--- src/rtl/mips_pipe_pkg.sv ---
// Shared pipeline constants for the MIPS core: destination select codes,
// Tnew/Tuse values and stage indices used by hazard tracking.
package mips_pipe_pkg;

  typedef enum logic [1:0] {
    SEL_NONE = 2'd0,
    SEL_RT   = 2'd1,
    SEL_RD   = 2'd2,
    SEL_RA   = 2'd3
  } destSel_e;

  localparam int TNEW_ALU    = 1;
  localparam int TNEW_LOAD   = 2;
  localparam int TUSE_BRANCH = 0;
  localparam int TUSE_ALU    = 1;

  localparam int STAGE_E = 1;
  localparam int STAGE_M = 2;
  localparam int STAGE_W = 3;

  // Width of a stage index that also needs a "register file" code of 0.
  function automatic int fwdSelWidth(input int depth);
    return $clog2(depth + 1);
  endfunction

endpackage

--- src/rtl/dest_stage.sv ---
// One tracked pipeline stage: a {addr, tnew} register with freeze, bubble
// insertion and an optional saturating Tnew decrement on advance.
module dest_stage
  import mips_pipe_pkg::*;
#(
  parameter int ADDR_W  = 5,
  parameter int TW      = 2,
  parameter bit SAT_DEC = 1'b1
) (
  input  logic              clk,
  input  logic              reset,
  input  logic              hold,
  input  logic              bubble,
  input  logic [ADDR_W-1:0] inAddr,
  input  logic [TW-1:0]     inTnew,
  output logic [ADDR_W-1:0] addr,
  output logic [TW-1:0]     tnew
);

  logic [TW-1:0] nextTnew;

  // Stage 1 takes decode's Tnew as-is; later stages count down toward 0.
  always_comb begin
    nextTnew = inTnew;
    if (SAT_DEC && inTnew != '0) begin
      nextTnew = inTnew - TW'(1);
    end
  end

  always_ff @(posedge clk or negedge reset) begin
    if (!reset) begin
      addr <= '0;
      tnew <= '0;
    end else if (hold) begin
      addr <= addr;
      tnew <= tnew;
    end else if (bubble) begin
      addr <= '0;
      tnew <= '0;
    end else begin
      addr <= inAddr;
      tnew <= nextTnew;
    end
  end

endmodule

--- src/rtl/dest_reg_tracker.sv ---
// Destination-register tracker: picks the write-back address at decode, carries
// {addr, tnew} through DEPTH stages, and derives decode stall and forwarding selects.
module dest_reg_tracker
  import mips_pipe_pkg::*;
#(
  parameter int ADDR_W  = 5,
  parameter int NUM_SRC = int'(SEL_RA),
  parameter int SEL_W   = $clog2(NUM_SRC + 1),
  parameter int DEPTH   = STAGE_W,
  parameter int TW      = 2
) (
  input  logic                        clk,
  input  logic                        reset,
  input  logic [SEL_W-1:0]            sel,
  input  logic [NUM_SRC*ADDR_W-1:0]   cand,
  input  logic [TW-1:0]               tnew_in,
  input  logic [ADDR_W-1:0]           rs_addr,
  input  logic [ADDR_W-1:0]           rt_addr,
  input  logic [TW-1:0]               rs_tuse,
  input  logic [TW-1:0]               rt_tuse,
  input  logic                        flush,
  input  logic                        hold,
  output logic [ADDR_W-1:0]           dest_addr,
  output logic [DEPTH*ADDR_W-1:0]     stage_addr,
  output logic [ADDR_W-1:0]           w_addr,
  output logic                        stall,
  output logic [$clog2(DEPTH+1)-1:0]  fwd_rs_sel,
  output logic [$clog2(DEPTH+1)-1:0]  fwd_rt_sel
);

  localparam int FW = fwdSelWidth(DEPTH);

  logic [ADDR_W-1:0] candArr   [1:NUM_SRC];
  logic [ADDR_W-1:0] stageAddr [1:DEPTH];
  logic [TW-1:0]     stageTnew [1:DEPTH];
  logic              bubble;

  logic              rsHit, rtHit;
  logic [TW-1:0]     rsTnew, rtTnew;
  logic [FW-1:0]     rsStage, rtStage;

  genvar gi;

  generate
    for (gi = 1; gi <= NUM_SRC; gi++) begin : gCand
      assign candArr[gi] = cand[gi*ADDR_W-1 -: ADDR_W];
    end
  endgenerate

  always_comb begin
    dest_addr = '0;
    for (int i = 1; i <= NUM_SRC; i++) begin
      if (sel == SEL_W'(i)) begin
        dest_addr = candArr[i];
      end
    end
  end

  assign bubble = stall | flush;

  generate
    for (gi = 1; gi <= DEPTH; gi++) begin : gStage
      if (gi == 1) begin : gFirst
        dest_stage #(.ADDR_W(ADDR_W), .TW(TW), .SAT_DEC(1'b0)) uStage (
          .clk    (clk),
          .reset  (reset),
          .hold   (hold),
          .bubble (bubble),
          .inAddr (dest_addr),
          .inTnew (tnew_in),
          .addr   (stageAddr[gi]),
          .tnew   (stageTnew[gi])
        );
      end else begin : gLater
        dest_stage #(.ADDR_W(ADDR_W), .TW(TW), .SAT_DEC(1'b1)) uStage (
          .clk    (clk),
          .reset  (reset),
          .hold   (hold),
          .bubble (1'b0),
          .inAddr (stageAddr[gi-1]),
          .inTnew (stageTnew[gi-1]),
          .addr   (stageAddr[gi]),
          .tnew   (stageTnew[gi])
        );
      end
      assign stage_addr[gi*ADDR_W-1 -: ADDR_W] = stageAddr[gi];
    end
  endgenerate

  assign w_addr = stageAddr[DEPTH];

  // Scan from the oldest stage toward stage 1 so the nearest producer wins.
  always_comb begin
    rsHit   = 1'b0;
    rsTnew  = '0;
    rsStage = '0;
    rtHit   = 1'b0;
    rtTnew  = '0;
    rtStage = '0;
    for (int k = DEPTH; k >= 1; k--) begin
      if (rs_addr != '0 && stageAddr[k] == rs_addr) begin
        rsHit   = 1'b1;
        rsTnew  = stageTnew[k];
        rsStage = FW'(k);
      end
      if (rt_addr != '0 && stageAddr[k] == rt_addr) begin
        rtHit   = 1'b1;
        rtTnew  = stageTnew[k];
        rtStage = FW'(k);
      end
    end
  end

  assign stall = (rsHit && (rsTnew > rs_tuse)) || (rtHit && (rtTnew > rt_tuse));

  assign fwd_rs_sel = (rsHit && rsTnew == '0) ? rsStage : '0;
  assign fwd_rt_sel = (rtHit && rtTnew == '0) ? rtStage : '0;

endmodule
--- config.mk ---
export PLATFORM = sky130hd
export DESIGN_NAME = dest_reg_tracker
export DESIGN_NICKNAME = d
export VERILOG_FILES = /design/src/rtl/mips_pipe_pkg.sv /design/src/rtl/dest_stage.sv /design/src/rtl/dest_reg_tracker.sv
export SDC_FILE = /design/constraint.sdc
export NUM_CORES = 1
export LEC_CHECK = 0
export BUFFER_PORTS_ARGS = -buffer_cell sky130_fd_sc_hd__buf_2
export CAP_MARGIN = 5
export CORE_MARGIN = 2
export CORE_UTILIZATION = 50
export CTS_BUF_LIST = sky130_fd_sc_hd__clkbuf_4 sky130_fd_sc_hd__clkbuf_8 sky130_fd_sc_hd__clkbuf_16
export DETAILED_ROUTE_END_ITERATION = 8
export PLACE_DENSITY = 0.82
export SYNTH_ARGS = -nofsm -noshare
export SYNTH_HDL_FRONTEND = slang
export SYNTH_SLANG_ARGS = --single-unit
--- constraint.sdc ---
create_clock -name clk -period 4.05 [get_ports clk]
set_input_delay 0 -clock clk [delete_from_list [all_inputs] [get_ports clk]]
set_output_delay 0 -clock clk [all_outputs]
set_load 0.01 [all_outputs]
# Yosys cells after proc, flatten, opt, wreduce, memory -nomap -nowiden
# Cells that the tools add are included.
# classes
n_lt_le_gt_ge	2
n_eq_ne	9
reduce_logical	17
bitwise_logic	1
mux	27
add_sub_neg	2
# ops
cell	count
2-bit 2-to-1 mux	17
5-bit equality test	6
5-bit 2-to-1 mux	4
1-bit logical AND	10
5-bit nonzero test	2
1-bit 2-to-1 mux	6
2-bit equality test, second input constant	2
2-bit greater-than comparator	2
2-bit logical NOT	2
2-bit nonzero test	2
2-bit by 1-bit subtractor with 2-bit output, second input constant	2
2-bit by 1-bit equality test with 1-bit output, second input constant	1
1-bit logical OR	1
1-bit OR	1
# word_totals
ff_bits	21

# Longest topological paths before layout
# depth
depth_word	10
ltp_mapped	13
mapped_depth_nobuf	13

# Modules after synthesis
# A second synthesis with hierarchy kept.
# unflattened
hier_cells	197
hier_area_um2	1746.7
# modules_own_cells
module	cells_each	area_each_um2	instances
dest_reg_tracker	111	830.8	1
dest_stage (gStage[2].gLater.uStage ...)	29	309.0	2
dest_stage (gStage[1].gFirst.uStage)	28	297.8	1

# Worst setup path after synthesis
# OpenSTA, ideal clock, no wires.
# synth_timing
path_kind	register to register
start	register gStage[2].gLater.uStage.addr[1]
end	register gStage[1].gFirst.uStage.addr[0]
required_ns	3.976
stages_incl_launch_ff	12
setup_time_ns	0.074
slack_ns	1.239
arrival_time_ns	2.737
path_cell_list	dfrtp_1 -> xor2_1 -> nor3_1 -> nand3_1 -> mux2i_1 -> mux2_2 -> and2b_1 -> ha_1 -> a21oi_1 -> a211oi_2 -> a2111o_4 -> o21ai_2
# synth_via
elab_chain_len	9
# synth_lines
item	line_no	text
start, declared	dest_stage.sv:16	output logic [ADDR_W-1:0] addr,
start signal, assigned	dest_stage.sv:35	addr <= addr;
start signal, assigned	dest_stage.sv:41	addr <= inAddr;
5-bit equality test (on tied branches)	dest_reg_tracker.sv:101, dest_reg_tracker.sv:106	
1-bit logical AND (on tied branches)	dest_reg_tracker.sv:101, dest_reg_tracker.sv:106	
2-bit 2-to-1 mux (on tied branches) (2 in a row)	dest_reg_tracker.sv:101, dest_reg_tracker.sv:106	
2-bit greater-than comparator	dest_reg_tracker.sv:114	assign stall = (rsHit && (rsTnew > rs_tuse)) || (rtHit && (rtTnew > rt_tuse));
1-bit logical AND	dest_reg_tracker.sv:114	
1-bit logical OR (*)	dest_reg_tracker.sv:114	
1-bit OR (*)	dest_reg_tracker.sv:59	assign bubble = stall | flush;
5-bit 2-to-1 mux (*)	dest_stage.sv:37	end else if (bubble) begin
end signal, assigned	dest_stage.sv:35	
end signal, assigned	dest_stage.sv:41	
end, declared	dest_stage.sv:16	
# Every way passes the cells marked *; elsewhere a longest branch is shown, timed or not.
# A chain may end at the register's enable or synchronous reset.

# Worst setup path in the final report
# layout_timing
start	register gStage[2].gLater.uStage.addr[1]
end	register gStage[1].gFirst.uStage.tnew[1]
# layout_via
elab_chain_len	9
# layout_lines
item	line_no	text
5-bit equality test (on tied branches)	dest_reg_tracker.sv:101, dest_reg_tracker.sv:106	
1-bit logical AND (on tied branches)	dest_reg_tracker.sv:101, dest_reg_tracker.sv:106	
2-bit 2-to-1 mux (on tied branches) (2 in a row)	dest_reg_tracker.sv:101, dest_reg_tracker.sv:106	
2-bit greater-than comparator	dest_reg_tracker.sv:114	
1-bit logical AND	dest_reg_tracker.sv:114	
1-bit logical OR (*)	dest_reg_tracker.sv:114	
1-bit OR (*)	dest_reg_tracker.sv:59	
2-bit 2-to-1 mux (*)	dest_stage.sv:37	
end signal, assigned	dest_stage.sv:36	tnew <= tnew;
end signal, assigned	dest_stage.sv:42	tnew <= nextTnew;
end, declared	dest_stage.sv:17	output logic [TW-1:0] tnew
# Marks and branches as above.

==> impl_summary.md <==
Timing
The post-route clock skew is 0.9515 ps. The max-slew violation total from the final report is 0. The final worst-path setup slack is 1046 ps. The final hold violation count is 0. Subtracting the final worst setup slack from the clock period gives 3004 ps. The worst path uses 74.18% of the clock period. The final total negative setup slack is 0 ps. The fmax is ~330 MHz.

The worst pin sits at a relative slew slack of 65.82%. Setup repair after global routing left no endpoint under its margin. Hold is met by 9.312 ps. The number of setup violations in the final report is 0. The slew of the pin with the lowest slew margin is approximately 510 ps.

Synth
Summing every instance area after synthesis gives approximately 1700 um2. Summing the areas of all fa, ha and maj instances in the mapped netlist gives under 10% of the synthesized area. The cell count after synthesis came out at 175.

The part of the Yosys area used for sequential elements is a little under a third. The synthesized netlist devotes between 10% and 20% of its cell area to compound gates. In this run the biggest area consumer among cell types represents about a third of the synthesized area. The parity-gate share of the synthesized area counting xor and xnor cells is ~16%. The most common flop cell mapped by yosys is sky130_fd_sc_hd__dfrtp_1. The combinational family with the most area after synthesis is compound AO/OA/AOI/OAI gates. The number of enable-type register cells in the synthesized netlist is 0. Summed over all instances, the cell type with the most area after synthesis is sky130_fd_sc_hd__dfrtp_1.

The async set-or-reset flop fraction in the synthesized netlist is 100.0%. The post-synth net total is approximately 220. The number of distinct standard cells referenced by the synthesized netlist is 36.

By area the synthesized netlist is led by sky130_fd_sc_hd__dfrtp_1 32%, sky130_fd_sc_hd__mux2_2 11%, sky130_fd_sc_hd__xor2_1 8.9%, sky130_fd_sc_hd__xnor2_1 6.8%, sky130_fd_sc_hd__o21ai_2 3.7%. After synthesis, the share of cell area in mux cells is 11.43%. The number of register bits inferred by synthesis is 21. Averaged over all synthesized cells, the footprint is roughly 9.5 um2.

The Yosys step of the flow raised 0 warnings. The simple-gate share of the synthesized area is between 10% and 20%.

Global routing
The initial antenna violation count is 0. The number of global-route vias before repair is roughly 1400. The total overflow reported by the global router is 0.

Global routing consumed, over all layers together, 23.55% of the routing resources. The largest net degree at the start of global routing is 27. The wire length of the first global-routing pass is approximately 6500 um.

Floorplan
The core footprint is between 3000 and 4000 um2. For this configuration, the core starts out at a cell density of 53.63%. The floorplan step set the die height to 61.69 um. From left edge to right edge, the die measures between 60 and 70 um. The floorplan has 20 rows. The die footprint is 3806 um2.

During I/O placement, the number of pins put on the boundary was 67.

Detailed routing
The count of nets left with antenna violations after detail routing is 0. After detailed routing, the average wire length per cell comes to 14.18 um. The detailed router finished its first iteration with 82 violations. The remaining routing DRC violations is 0. The total number of vias is ~1500. The first detailed-routing pass took 4 iterations. After detailed routing, the total wire length is just over 4000 um. Using the TritonRoute via totals, the vias-per-cell ratio works out to between 5 and 6.

Worst hold path
The count of cells along the worst hold path is 3. The sink of the worst hold path is gStage[1].gFirst.uStage.addr[2]. The startpoint identified for the worst hold timing path is cand[2]. The worst hold-check path type is input port to flip-flop.

Clocking
The clock slew seen by the registers of the worst setup and hold paths is roughly 120 ps. Counting along the longest clock path gives a buffer depth of 2. The TritonCTS buffer count is 3. CTS built an H-tree with a depth of 1. For the worst-skew pair, the clock arrives at the later sink with an insertion delay of 310 ps. TritonCTS built the clock tree. In this run the clock root is driven by a sky130_fd_sc_hd__clkbuf_4. For this design, the sink count on the clock tree is 21.

The post-cts repair resize count is 0.

Worst setup path
The critical register-to-register path startpoint is gStage[2].gLater.uStage.addr[1]. The slack of the worst reg-to-reg path is ~1000 ps. The arrival time of the worst setup path is 3250 ps. The master of the slowest instance on the critical path is sky130_fd_sc_hd__a2111o_4. The type of the worst setup path is flip-flop to flip-flop.

The maximum fanout along the worst path is 7. STA classifies the critical path startpoint as a flip-flop. The logic depth of the worst register-to-register path is 11.

STA puts the critical path data required time at between 4000 and 5000 ps. For this run, the slowest stage of the critical path takes between 500 and 600 ps. The endpoint kind of the worst setup timing path is a flip-flop. The capture point of the worst reg-to-reg path is gStage[1].gFirst.uStage.tnew[1]. The critical path goes through xor2_1 -> nor3_1 -> nand3_1 -> mux2i_1 -> mux2_2 -> and2b_1 -> ha_1 -> a21oi_1 -> a211oi_2 -> a2111o_4 -> o21ai_2.

Power
The worst ir drop on vdd is between 0.0001 and 0.00015 V. The leakage power is ~1.1 nW. Of the total power, combinational logic draws a little over a third. The reported net switching power is around 200 uW. The fraction of power spent switching nets is between 30% and 40%. The part of the total power dissipated in the clock network is between 10% and 20%.

The sequential power share is between 40% and 50%. The internal power is 371.9 uW. The power density over the cells is roughly 280 nW/um2.

Placed design
The placed cell count is ~280. The count of buffers from port buffering is 66. At the end of routability-driven placement, the weighted congestion stood at about 0.96.

Summing all placed instances gives a cell area of 1987 um2. The pre-CTS setup slack is ~1100 ps. The HPWL after detailed placement is roughly 3200 um.

Final layout
Relative to the synthesized area, the layout overhead comes to 23.01%. Summing all non-filler instances in the final layout gives an area of slightly above 2000 um2. Cells with a size suffix above 1 make up between 40% and 50% of the layout. After the flow finishes, the layout carries non-filler instances totaling 284. At the end of the flow, the number of nets in the layout was around 280. The number of antenna diodes in the final layout is 0.

Job
The number of max-capacitance violations reported is 0.

Outcome
The run finished with clean final reports.
power groups by stage:
stage / Combinational [mW] / Sequential, mW / Clock, mW
after CTS: 0.201 / 0.263 / 0.115
after detailed placement: 0.198 / 0.267 / 0
after global routing: 0.222 / 0.268 / 0.124
final: 0.200 / 0.263 / 0.112
after floorplan: 0.124 / 0.267 / 0
after global placement: 0.195 / 0.266 / 0
layout make-up:
class,count,area (um2)
fill,278,1056
multi-input combinational,131,1020
sequential,21,525.5
timing repair buffer,69,360.3
inverter,15,56.30
tap,44,55.05
clock buffer,4,30.03
logic make-up after synthesis:
kind of cell	after synthesis
adder cells (fa/ha/maj)	4
AO/OA/AOI/OAI	33
XOR/XNOR	30
flip-flops	21
multiplexers	17
buffers and inverters	23
AND/OR/NAND/NOR	47
how the worst max path moves through the flow:
stage | from | to | slack, ps | cells past startpoint
finish | gStage[2].gLater.uStage.addr[1] | gStage[1].gFirst.uStage.tnew[1] | 1050 | 11
global route | gStage[2].gLater.uStage.addr[1] | gStage[1].gFirst.uStage.tnew[1] | 810 | 11
CTS | gStage[2].gLater.uStage.addr[1] | gStage[1].gFirst.uStage.tnew[1] | 1040 | 11
detailed placement | gStage[2].gLater.uStage.addr[1] | gStage[1].gFirst.uStage.tnew[1] | 1080 | 11
global placement | gStage[2].gLater.uStage.addr[1] | gStage[1].gFirst.uStage.tnew[0] | 1180 | 11
floorplan | gStage[2].gLater.uStage.addr[1] | gStage[1].gFirst.uStage.addr[0] | 1240 | 11
cells in the final DEF (no fill, tap or decap), types with 2 or more instances in the layout:
| master | synthesis | layout |
|---|---|---|
| sky130_fd_sc_hd__ha_1 | 4 | 4 |
| sky130_fd_sc_hd__nor2_1 | 8 | 8 |
| sky130_fd_sc_hd__buf_2 | 0 | 66 |
| sky130_fd_sc_hd__o21ai_2 | 7 | 7 |
| sky130_fd_sc_hd__nand2_1 | 13 | 13 |
| sky130_fd_sc_hd__nor4_1 | 2 | 2 |
| sky130_fd_sc_hd__or4_4 | 2 | 2 |
| sky130_fd_sc_hd__nor2_4 | 2 | 2 |
| sky130_fd_sc_hd__dfrtp_1 | 21 | 21 |
| sky130_fd_sc_hd__o31ai_1 | 4 | 4 |
| sky130_fd_sc_hd__and2b_1 | 2 | 2 |
| sky130_fd_sc_hd__mux2_2 | 16 | 16 |
| sky130_fd_sc_hd__dlygate4sd3_1 | 0 | 3 |
| sky130_fd_sc_hd__nand3_1 | 7 | 7 |
| sky130_fd_sc_hd__clkbuf_4 | 0 | 4 |
| sky130_fd_sc_hd__nor3_1 | 8 | 8 |
| sky130_fd_sc_hd__inv_1 | 15 | 15 |
| sky130_fd_sc_hd__xor2_1 | 17 | 17 |
| sky130_fd_sc_hd__a21oi_1 | 6 | 6 |
| sky130_fd_sc_hd__xnor2_1 | 13 | 13 |
| sky130_fd_sc_hd__a22oi_1 | 4 | 4 |
worst max-delay path, delay by kind of cell, from the launching register on:
kind            cells  cell delay [ps]
compound gates      4              940
xor+xnor            1              180
fa+ha+maj           1              300
flops               1              460
mux                 2              480
simple gates        3              590
metrics by stage:
stage               power [mW]  util (%)
finish                  0.5748     65.97
global route            0.6136     65.97
CTS                     0.5791     65.97
detailed placement      0.4649     64.03
global placement        0.4606     64.03
floorplan               0.3915         -
flip-flops by register name, indices dropped and copies added, names as in the netlist:
register / count
gStage.gLater.uStage.addr: 10
gStage.gFirst.uStage.tnew: 2
gStage.gLater.uStage.tnew: 4
gStage.gFirst.uStage.addr: 5
per-layer routing:
metal / vias to the layer above / share of wire [%] / GRT usage [%]
met5: - / 0 / 0
met4: 0 / 1.4 / 7.295
met1: 670 / 43 / 32.07
met2: 69 / 48 / 39.10
met3: 6 / 7.8 / 3.106
li1: 735 / - / -
synthesized netlist by cell type, types with 2 or more instances:
library cell and count:
sky130_fd_sc_hd__ha_1 4, sky130_fd_sc_hd__mux2_2 16, sky130_fd_sc_hd__o31ai_1 4, sky130_fd_sc_hd__a22oi_1 4, sky130_fd_sc_hd__nor2_1 8, sky130_fd_sc_hd__xnor2_1 13, sky130_fd_sc_hd__xor2_1 17, sky130_fd_sc_hd__a21oi_1 6
sky130_fd_sc_hd__or4_4 2, sky130_fd_sc_hd__dfrtp_1 21, sky130_fd_sc_hd__nor4_1 2, sky130_fd_sc_hd__nor2_4 2, sky130_fd_sc_hd__buf_4 7, sky130_fd_sc_hd__nand3_1 7, sky130_fd_sc_hd__nor3_1 8, sky130_fd_sc_hd__inv_1 15
sky130_fd_sc_hd__and2b_1 2, sky130_fd_sc_hd__nand2_1 13, sky130_fd_sc_hd__o21ai_2 7
what timing repair did:
action                    4_1_cts  5_1_grt
hold endpoints to repair       23        0
hold buffers                    3        0
setup buffers                   0        0
Power figures use the tool's default switching activity.
